--- src/rtl/rs_decode_arbiter.sv ---
// Round-robin scheduler sharing one RS(15,9) GF(16) decoder between NUM_REQ requesters.
// Words go in over valid/ready, the decoder is launched by toggling decStart, and results return tagged with the requester ID.
module rs_decode_arbiter #(
    parameter int unsigned NUM_REQ  = 2,
    parameter int unsigned ID_W     = 2,
    parameter int unsigned MIN_WAIT = 2,
    parameter int unsigned TIMEOUT  = 64
) (
    input  logic                  clk,
    input  logic                  rst_n,
    input  logic [NUM_REQ-1:0]    reqValid,
    input  logic [60*NUM_REQ-1:0] reqWord,
    output logic [NUM_REQ-1:0]    reqReady,
    output logic [59:0]           decWord,
    output logic                  decStart,
    input  logic                  decBusy,
    input  logic [35:0]           decMessage,
    output logic                  rspValid,
    input  logic                  rspReady,
    output logic [35:0]           rspMessage,
    output logic [ID_W-1:0]       rspId,
    output logic                  rspTimeout
);

    localparam int unsigned CNT_W = $clog2(TIMEOUT);
    localparam int unsigned IDX_W = $clog2(NUM_REQ);
    localparam logic [CNT_W-1:0] MIN_LAST = CNT_W'(MIN_WAIT - 1);
    localparam logic [CNT_W-1:0] TO_LAST  = CNT_W'(TIMEOUT - 1);

    typedef enum logic [1:0] {IDLE, LAUNCH, WAIT, RESP} stateT;

    stateT             state;
    logic [ID_W-1:0]   rrPtr;
    logic [CNT_W-1:0]  waitCnt;
    logic              grantFound;
    logic [ID_W-1:0]   grantIdx;
    logic [59:0]       grantWord;
    int unsigned       idx;

    // Search upward from the last grant, wrapping, so every requester gets a turn.
    always_comb begin
        grantFound = 1'b0;
        grantIdx   = '0;
        grantWord  = '0;
        idx        = 0;
        for (int unsigned i = 1; i <= NUM_REQ; i++) begin
            idx = (32'(rrPtr) + i) % NUM_REQ;
            if (!grantFound && reqValid[idx[IDX_W-1:0]]) begin
                grantFound = 1'b1;
                grantIdx   = ID_W'(idx);
                grantWord  = reqWord[60*idx +: 60];
            end
        end
    end

    always_comb begin
        reqReady = '0;
        if (state == IDLE && grantFound) begin
            reqReady = NUM_REQ'(1) << grantIdx;
        end
    end

    always_ff @(posedge clk or negedge rst_n) begin
        if (!rst_n) begin
            state      <= IDLE;
            rrPtr      <= ID_W'(NUM_REQ - 1);
            waitCnt    <= '0;
            decWord    <= '0;
            decStart   <= 1'b0;
            rspValid   <= 1'b0;
            rspMessage <= '0;
            rspId      <= '0;
            rspTimeout <= 1'b0;
        end else begin
            case (state)
                IDLE: begin
                    if (grantFound) begin
                        decWord <= grantWord;
                        rspId   <= grantIdx;
                        rrPtr   <= grantIdx;
                        state   <= LAUNCH;
                    end
                end
                LAUNCH: begin
                    decStart <= ~decStart;
                    waitCnt  <= '0;
                    state    <= WAIT;
                end
                WAIT: begin
                    waitCnt <= waitCnt + CNT_W'(1);
                    // Normal completion is checked first so it wins over a simultaneous timeout.
                    if (waitCnt >= MIN_LAST && !decBusy) begin
                        rspMessage <= decMessage;
                        rspTimeout <= 1'b0;
                        rspValid   <= 1'b1;
                        state      <= RESP;
                    end else if (waitCnt == TO_LAST) begin
                        rspMessage <= decMessage;
                        rspTimeout <= 1'b1;
                        rspValid   <= 1'b1;
                        state      <= RESP;
                    end
                end
                RESP: begin
                    if (rspReady) begin
                        rspValid <= 1'b0;
                        state    <= IDLE;
                    end
                end
                default: state <= IDLE;
            endcase
        end
    end

endmodule

--- config.mk ---
export PLATFORM = sky130hd
export DESIGN_NAME = rs_decode_arbiter
export DESIGN_NICKNAME = d
export VERILOG_FILES = /design/src/rtl/rs_decode_arbiter.sv
export SDC_FILE = /design/constraint.sdc
export NUM_CORES = 1
export LEC_CHECK = 0
export CAP_MARGIN = 15
export CORE_MARGIN = 2
export CORE_UTILIZATION = 40
export DETAILED_ROUTE_END_ITERATION = 10
export GPL_TIMING_DRIVEN = 0
export HOLD_SLACK_MARGIN = 0.05
export PLACE_DENSITY_LB_ADDON = 0.15
export SLEW_MARGIN = 20
export SYNTH_ARGS = -nofsm -noshare
export SYNTH_HDL_FRONTEND = slang
export SYNTH_SLANG_ARGS = --single-unit
export TNS_END_PERCENT = 1
--- constraint.sdc ---
create_clock -name clk -period 4.37 [get_ports clk]
set_input_delay 0.874 -clock clk [delete_from_list [all_inputs] [get_ports clk]]
set_output_delay 0.874 -clock clk [all_outputs]
set_load 0.01 [all_outputs]
Word-level counts from Yosys, hierarchy flattened

Cells that the tools add are included.

$add $sub $neg: 3
Multipliers: 2
Order comparisons: 3
Equality and inequality tests: 7
Shifts and indexed selects: 3
Multiplexer cells: 24
Bitwise gates (word level): 1
Reductions and logical operators: 13

Operators with widths:

| operator                                                                      | count |
|---|---|
| 120-bit by 8-bit variable part select with 60-bit output                      | 2 |
| 60-bit 2-to-1 mux                                                             | 2 |
| 36-bit 2-to-1 mux                                                             | 2 |
| 1-bit 2-to-1 mux                                                              | 12 |
| 6-bit case mux with 2 select lines                                            | 1 |
| 4-bit by 1-bit multiplier with 5-bit output (first input constant)            | 2 |
| 2-bit 2-to-1 mux                                                              | 5 |
| 2-bit case mux with 4 select lines                                            | 1 |
| 6-bit by 1-bit adder with 6-bit output (second input constant)                | 1 |
| 6-bit equality test (second input constant)                                   | 1 |
| 6-bit by 1-bit >= comparator with 1-bit output (second input constant)        | 1 |
| 3-bit AND reduction                                                           | 2 |
| 2-bit nonzero test                                                            | 3 |
| 2-bit equality test (second input constant)                                   | 2 |
| 1-bit by 2-bit less-than comparator with 1-bit output (second input constant) | 2 |
| 2-bit != test (second input constant)                                         | 2 |
| 2-bit AND reduction                                                           | 2 |
| 1-bit logical AND                                                             | 3 |
| 3-bit != test (second input constant)                                         | 1 |
| 1-bit adder (second input constant)                                           | 2 |
| 2-bit by 1-bit equality test with 1-bit output (second input constant)        | 1 |
| 1-bit zero test                                                               | 2 |
| 2-bit zero test                                                               | 1 |
| 1-bit case mux with 2 select lines                                            | 1 |
| other kinds (2)                                                               | 2 |

Flip-flop bits (word level): 109

Logic depth before layout (Yosys ltp)

Gate-level depths: netlist (run 1).

Word-level depth: 9
Mapped depth: 7
Gate-level depth less buffers: 6

Worst setup path before layout (run 1)

Ideal clock, no wire load.

Kind: input -> output
Start: input port reqValid[1]
End: output port reqReady[1]
Arrival time: 1.695 ns
Path slack: 1.801 ns
Stages: 3
Cells stage by stage: a21boi_1 > clkbuf_1 > and2_1

Cells in the longest elaborated chain, start to end: 8

RTL lines:

| item                                                                                    | RTL line | RTL |
|---|---|---|
| start: declaration                                                                      | 11       | `input logic [NUM_REQ-1:0] reqValid,` |
| 1-bit 2-to-1 mux (not written as such) (2 in a row)                                     | 48       | `if (!grantFound && reqValid[idx[IDX_W-1:0]]) begin` |
| 1-bit 2-to-1 mux                                                                        | 48       |  |
| 1-bit zero test                                                                         | 48       |  |
| 1-bit logical AND                                                                       | 48       |  |
| 1-bit 2-to-1 mux                                                                        | 48       |  |
| 1-bit by 1-bit left shift with 2-bit output / 1-bit logical AND (equally long branches) | 59, 58   |  |
| 2-bit 2-to-1 mux (*)                                                                    | 58       | `if (state == IDLE && grantFound) begin` |
| end: declaration                                                                        | 13       | `output logic [NUM_REQ-1:0] reqReady,` |

Every way passes the cells marked *; elsewhere a longest branch is shown, timed or not. The select of a mux whose other input is x is not followed.

Worst setup path in the final report (run 1)

Ends and elaborated chain as after synthesis.

==> flow_summary.toml, run 1 <==
[run_status]
status = "finished, final reports clean"

[timing]
finalHoldViolCount = 0
setup_slack_ps = 156
worstMarginPinSlew_ps = 745
fin_crit_sh_pct = 96.4
fmax_ghz = 0.237
period_minus_slack_ps = 4210
drv_slew = 0
setup_viol = 0
relSlewSlack_pct = 50.3
hold_ws_ps = 447
final.setup_skew_ps = 4.50
rsz0062_at_grt = "false"

[drt]
ant_nets = 0
drc = 0
first_pass_iters = 4
detail_route.wl_per_cell_um = 17.8
drtIter0Drc = 196
top_layer = "met4"
via_per_inst = 5.17
wl_met2_um = 7560
drt-met1-wl_um = 5840
vias = 4374
wirelength_um = 15000
dr_wl_met3_um = 1280

[yosys]
syn-cell-area_um2 = 4730
synth-seq-cells = 109
async_reset_ff_share_pct = 100
avgSynthCellArea_um2 = 11.2
syn_inst = 423
yosysSeqAreaShare_pct = 57.7
synthDistinctLibCells = 36
synth_nets = 593
yosysWarnings = 0
synth_edf_count = 0
synth_top_cell_area_share_pct = 57.2
synth.area.top_cells = "dfrtp_1 (57%), a22oi_1 (9.5%), mux2_2 (7.9%), o21ai_0 (7.0%), nand2_1 (5.2%)"
yosysTopAreaCell = "dfrtp_1"
synthFlopType = "dfrtp_1"

[clocking]
insertion_delay_ps = 350
hold_buffers = 0
numCtsBuffers = 9
cts_tree = "built"
h-tree-depth = 3
post_cts.repair.setup_buffers = 0
cts-root-buf = "clkbuf_16"
cts_buffer_depth = 2
clock-sinks = 109
clkSlewWorstSetupHoldPaths_ps = 70
cts_resized = 0

[floorplan]
core-area_um2 = 11500
rows = 39
die_w_um = 113
die_y_um = 113
io_pins = 265
dieArea_um2 = 12700
initial_utilization_pct = 41.2

[critical_path]
cp.arrival_ps = 3340
critPathSlowestCell = "a21boi_1"
cp_max_fo = 10
crit_path_end_kind = "output pin"
cpMostUsedCell = "clkdlybuf4s50_1"
worst_ep_required_time_ps = 3500
path_cells = "clkdlybuf4s50_1, a21boi_1, clkbuf_1, and2_1, clkdlybuf4s50_1"
crit_type = "in2out"
cpPeakStageDelay_ps = 600
start_kind = "input port"

[final_layout]
antenna_cells = 0
n_fill_cell = 902
nNetsFinal = 868
drive_gt1_share_pct = 9.67
final_util_pct = 68.6
syn_to_final_growth_pct = 66.4
fin_area_um2 = 7860

[placed_design]
pre_cts_slack_ps = 153
port_buffers = 263
gp_congestion = 0.819
dp_hpwl_um = 11700
placed_area_um2 = 7570

[global_route]
grt_first_pass_wirelength_um = 24000
grt_antenna_before_repair = 0
grt_usage_pct = 24.2
grt_pass1_vias = 4612
grt_max_degree = 64
grt-ovfl-total = 0

[flow_run]
drv_cap = 0

[power]
max-vdd-ir-drop_mv = 0.312
powerDensity_nw_per_um2 = 615
power_leakage_nw = 3.30

[hold_path]
min_path_type = "in2async"
## synthesized netlist by cell type, types with 2 or more instances
cell        n
buf_6       3
nor2_1      4
buf_1       2
ha_1        8
nand2_1    65
a21boi_1    2
dfrtp_1   108
and2_1      2
o21ai_0    66
a22oi_1    60
buf_2       3
nand3_1     3
clkbuf_1   22
xor2_1      2
nand4_1     2
mux2_2     33
inv_1      10
mux2_4      4
a21oi_1     6
nor2b_1     2
## final cells by class
cell class                 instances  area (µm²)  share of cell area, %
buffer                            31         146                   1.86
inverter                          10        37.5                  0.477
timing repair buffer             264        2660                   33.8
multi-input combinational        273        1810                   23.1
tap                              143         179                   2.28
clock buffer                       9         225                   2.86
sequential                       109        2730                   34.7
clock inverter                     7        72.6                  0.923
## metal layers
layer	vias up	global-route usage, %
met1	2089	29.0
li1	2057	-
met4	0	8.70
met5	-	0
met3	26	6.00
met2	202	42.4
## placed cells by master, fill, tap and decap left out, drive strengths merged, types with 2 or more instances in the layout
cell           netlist  layout
mux2                37      37
dfrtp              108     108
xor2                 2       2
a21oi                7       7
and2                 2       2
inv                 10      12
o21ai               67      67
nand4                2       2
clkinvlp             0       2
nand3                3       3
clkinv               0       2
clkdlybuf4s50        0     262
nand2               65      65
a22oi               60      60
clkbuf              22      31
a21boi               2       2
ha                   8       8
buf                  9      11
nor2b                2       2
nor2                 4       4
## report_power, final
group,switching [W],internal (W),total (W)
Combinational,0.00104,0.00127,0.00232
Clock,0.000378,0.000447,0.000825
Sequential,0.000237,0.00146,0.00169
Total,0.00166,0.00318,0.00484
## per-stage QoR
step / instances / TNS (ps) / total power (W)
final: 846 / 0 / 0.00484
after CTS: 846 / 0 / 0.00488
after global placement: 829 / -178140 / 0.00396
after detailed placement: 830 / 0 / 0.00404
after floorplan: 423 / 0 / 0.00273
after global routing: 846 / 0 / 0.00517
## worst paths after layout
kind,depth (start not counted),end,start,slack [ps]
max in group asynchronous,2,decWord[14],rst_n,3270
worst max-delay path,5,reqReady[1],reqValid[1],160
worst max register to register,6,decWord[46],state[0],2110
min in group clk,1,decStart,decStart,460
worst min register to register,1,decStart,decStart,460
worst min-delay path,1,rspMessage[31],rst_n,450
## worst max-delay path: cells and delay by family
kind | cells | cell delay (ps)
AO/OA/AOI/OAI | 1 | 600
buffers and inverters | 3 | 1640
AND/OR/NAND/NOR | 1 | 220
## state kept, by name, indices dropped and copies added (netlist names)
name / count
rspId: 1
rspMessage: 36
decStart: 1
decWord: 60
rspTimeout: 1
waitCnt: 6
state: 2
rrPtr: 1
rspValid: 1
## kinds of logic (layout without fill, tap and decap cells)
| logic type | Yosys count | in the layout | share of synthesized area, % |
|---|---|---|---|
| buffers and inverters | 41 | 321 | 3.89 |
| and+or+nand+nor | 83 | 83 | 7.62 |
| DFF | 109 | 109 | 57.7 |
| adders and majority gates | 8 | 8 | 2.12 |
| other | 1 | 1 | 0.0794 |
| muxes | 37 | 37 | 9.13 |
| AOI/OAI and AO/OA | 142 | 142 | 19.0 |
| xor gates and xnor gates | 2 | 2 | 0.371 |
Note: power is estimated with default switching activity, not from simulation.
==> run 2, diff against run 1 <==
Settings changed: CORE_UTILIZATION 40 to 42.
==> run 2 against run 1 <==
- cell area is 1.4% lower
- sequential cell count is the same
- via count is 0.23% higher
- critical path type unchanged
- largest cell class unchanged
- highest routed layer unchanged
==> flow_summary.toml, run 2 (synthesis gave the netlist of run 1 again) <==
[final_layout]
syn_to_final_growth_pct = 64.0
final_cell_mix = "clkdlybuf4s50_1 (262), dfrtp_1 (108), o21ai_0 (66), nand2_1 (65), a22oi_1 (60)"
largest_registers = "decWord: 60 flops, rspMessage: 36 flops, waitCnt: 6 flops"
registers.top_by_ff_count = "decWord"
drive_gt1_share_pct = 9.67
antenna_cells = 0
nNetsFinal = 868
largest_reg_flops = 60
final_common_cell = "clkdlybuf4s50_1"
fin_area_um2 = 7750

[critical_path]
worst_ep_required_time_ps = 3500
start_kind = "input port"
cp_max_fo = 10
crit_path_end_kind = "output pin"
crit_type = "in2out"
cp.arrival_ps = 3260

[floorplan]
dieArea_um2 = 12100
io_pins = 265
core-area_um2 = 10900
rows = 38
initial_utilization_pct = 43.4
die_y_um = 110
die_w_um = 110

[clocking]
h-tree-depth = 3
cts_tree = "built"
cts_resized = 0
clock-sinks = 109
hold_buffers = 0
insertion_delay_ps = 370
cts_buffer_depth = 2
clkSlewWorstSetupHoldPaths_ps = 110
post_cts.repair.setup_buffers = 0
cts-root-buf = "clkbuf_8"
numCtsBuffers = 9

[timing]
relSlewSlack_pct = 52.0
rsz0062_at_grt = "false"
setup_viol = 0
setup_tns_ps = 0
finalHoldViolCount = 0
fin_crit_sh_pct = 94.6
final.setup_skew_ps = 12.8
period_minus_slack_ps = 4130
drv_slew = 0
fmax_ghz = 0.242
worstMarginPinSlew_ps = 718

[drt]
via_per_inst = 5.20
vias = 4384
first_pass_iters = 4
drc = 0
drtIter0Drc = 167
wirelength_um = 14800
detail_route.wl_per_cell_um = 17.5
ant_nets = 0

[power]
clkPwrFrac_pct = 12.9
power_leakage_nw = 3.25
cellInternalPower_w = 0.00295
p_seq_share_pct = 36.7
max-vdd-ir-drop_mv = 0.329
power_frac_comb_pct = 50.4
swShare_pct = 35.9
powerDensity_nw_per_um2 = 593
switchingPower_w = 0.00165

[placed_design]
gp_congestion = 0.801
port_buffers = 263
placed_area_um2 = 7560
dp_hpwl_um = 11800

[global_route]
grt_max_degree = 80
grt_pass1_vias = 4532
grt_first_pass_wirelength_um = 22000
grt_antenna_before_repair = 0
grt-ovfl-total = 0
grt_usage_pct = 24.1

[hold_path]
min_path_type = "in2async"

[flow_run]
drv_cap = 0

[run_status]
status = "finished, final reports clean"
==> run 2: path summary, 6_finish.rpt <==
| check | from | endpoint | slack [ps] | depth (start not counted) |
|---|---|---|---|---|
| worst max-delay path | reqValid[1] | reqReady[1] | 240 | 5 |
| worst min-delay path | rst_n | decWord[55] | 360 | 1 |
| worst max register to register | state[0] | decWord[51] | 2180 | 6 |
| worst min register to register | decStart | decStart | 480 | 1 |
| max in group asynchronous | rst_n | rspMessage[8] | 3320 | 2 |
| min in group clk | decStart | decStart | 480 | 1 |
==> run 2: per-layer routing <==
| layer | routed length, µm | GRT usage, % | up-vias |
|---|---|---|---|
| met5 | 0 | 0 | - |
| met4 | 446 | 8.77 | 0 |
| met3 | 1500 | 8.64 | 30 |
| met2 | 7580 | 43.9 | 195 |
| met1 | 5260 | 25.4 | 2107 |
| li1 | - | - | 2052 |
==> run 2: worst max-delay path, cell delays in order <==
cell and delay [ps]:
clkdlybuf4s50_1 510, a21boi_1 620, clkbuf_1 480, and2_1 200
clkdlybuf4s50_1 570
==> run 2: final cells by class <==
cell class                      instances  area [µm²]
Clock inverter                          7        66.3
Buffer                                 31         146
Sequential cell                       109        2730
Multi-Input combinational cell        273        1810
Timing Repair Buffer                  264        2660
Fill cell                             837        3140
Inverter                               10        37.5
Clock buffer                            9         124
Tap cell                              140         175
==> run 2: power by group through the flow <==
stage | sequential (W) | combinational (W) | clock, W
global placement | 0.00168 | 0.00227 | 0
detailed placement | 0.00171 | 0.00234 | 0
CTS | 0.00169 | 0.00235 | 0.000613
floorplan | 0.00189 | 0.000842 | 0
finish | 0.00169 | 0.00232 | 0.000591
global route | 0.00174 | 0.00252 | 0.000653
==> run 2: stage by stage <==
stage | util (%) | setup WS (ps) | total power [W] | instances | hold slack [ps]
floorplan | - | 1800 | 0.00273 | 423 | 462
global placement | 69.2 | -1610 | 0.00395 | 826 | 458
detailed placement | 69.5 | 177 | 0.00406 | 827 | 465
CTS | 71.2 | 173 | 0.00465 | 843 | 355
global route | 71.2 | 88.6 | 0.00492 | 843 | 359
finish | 71.2 | 238 | 0.00460 | 843 | 362
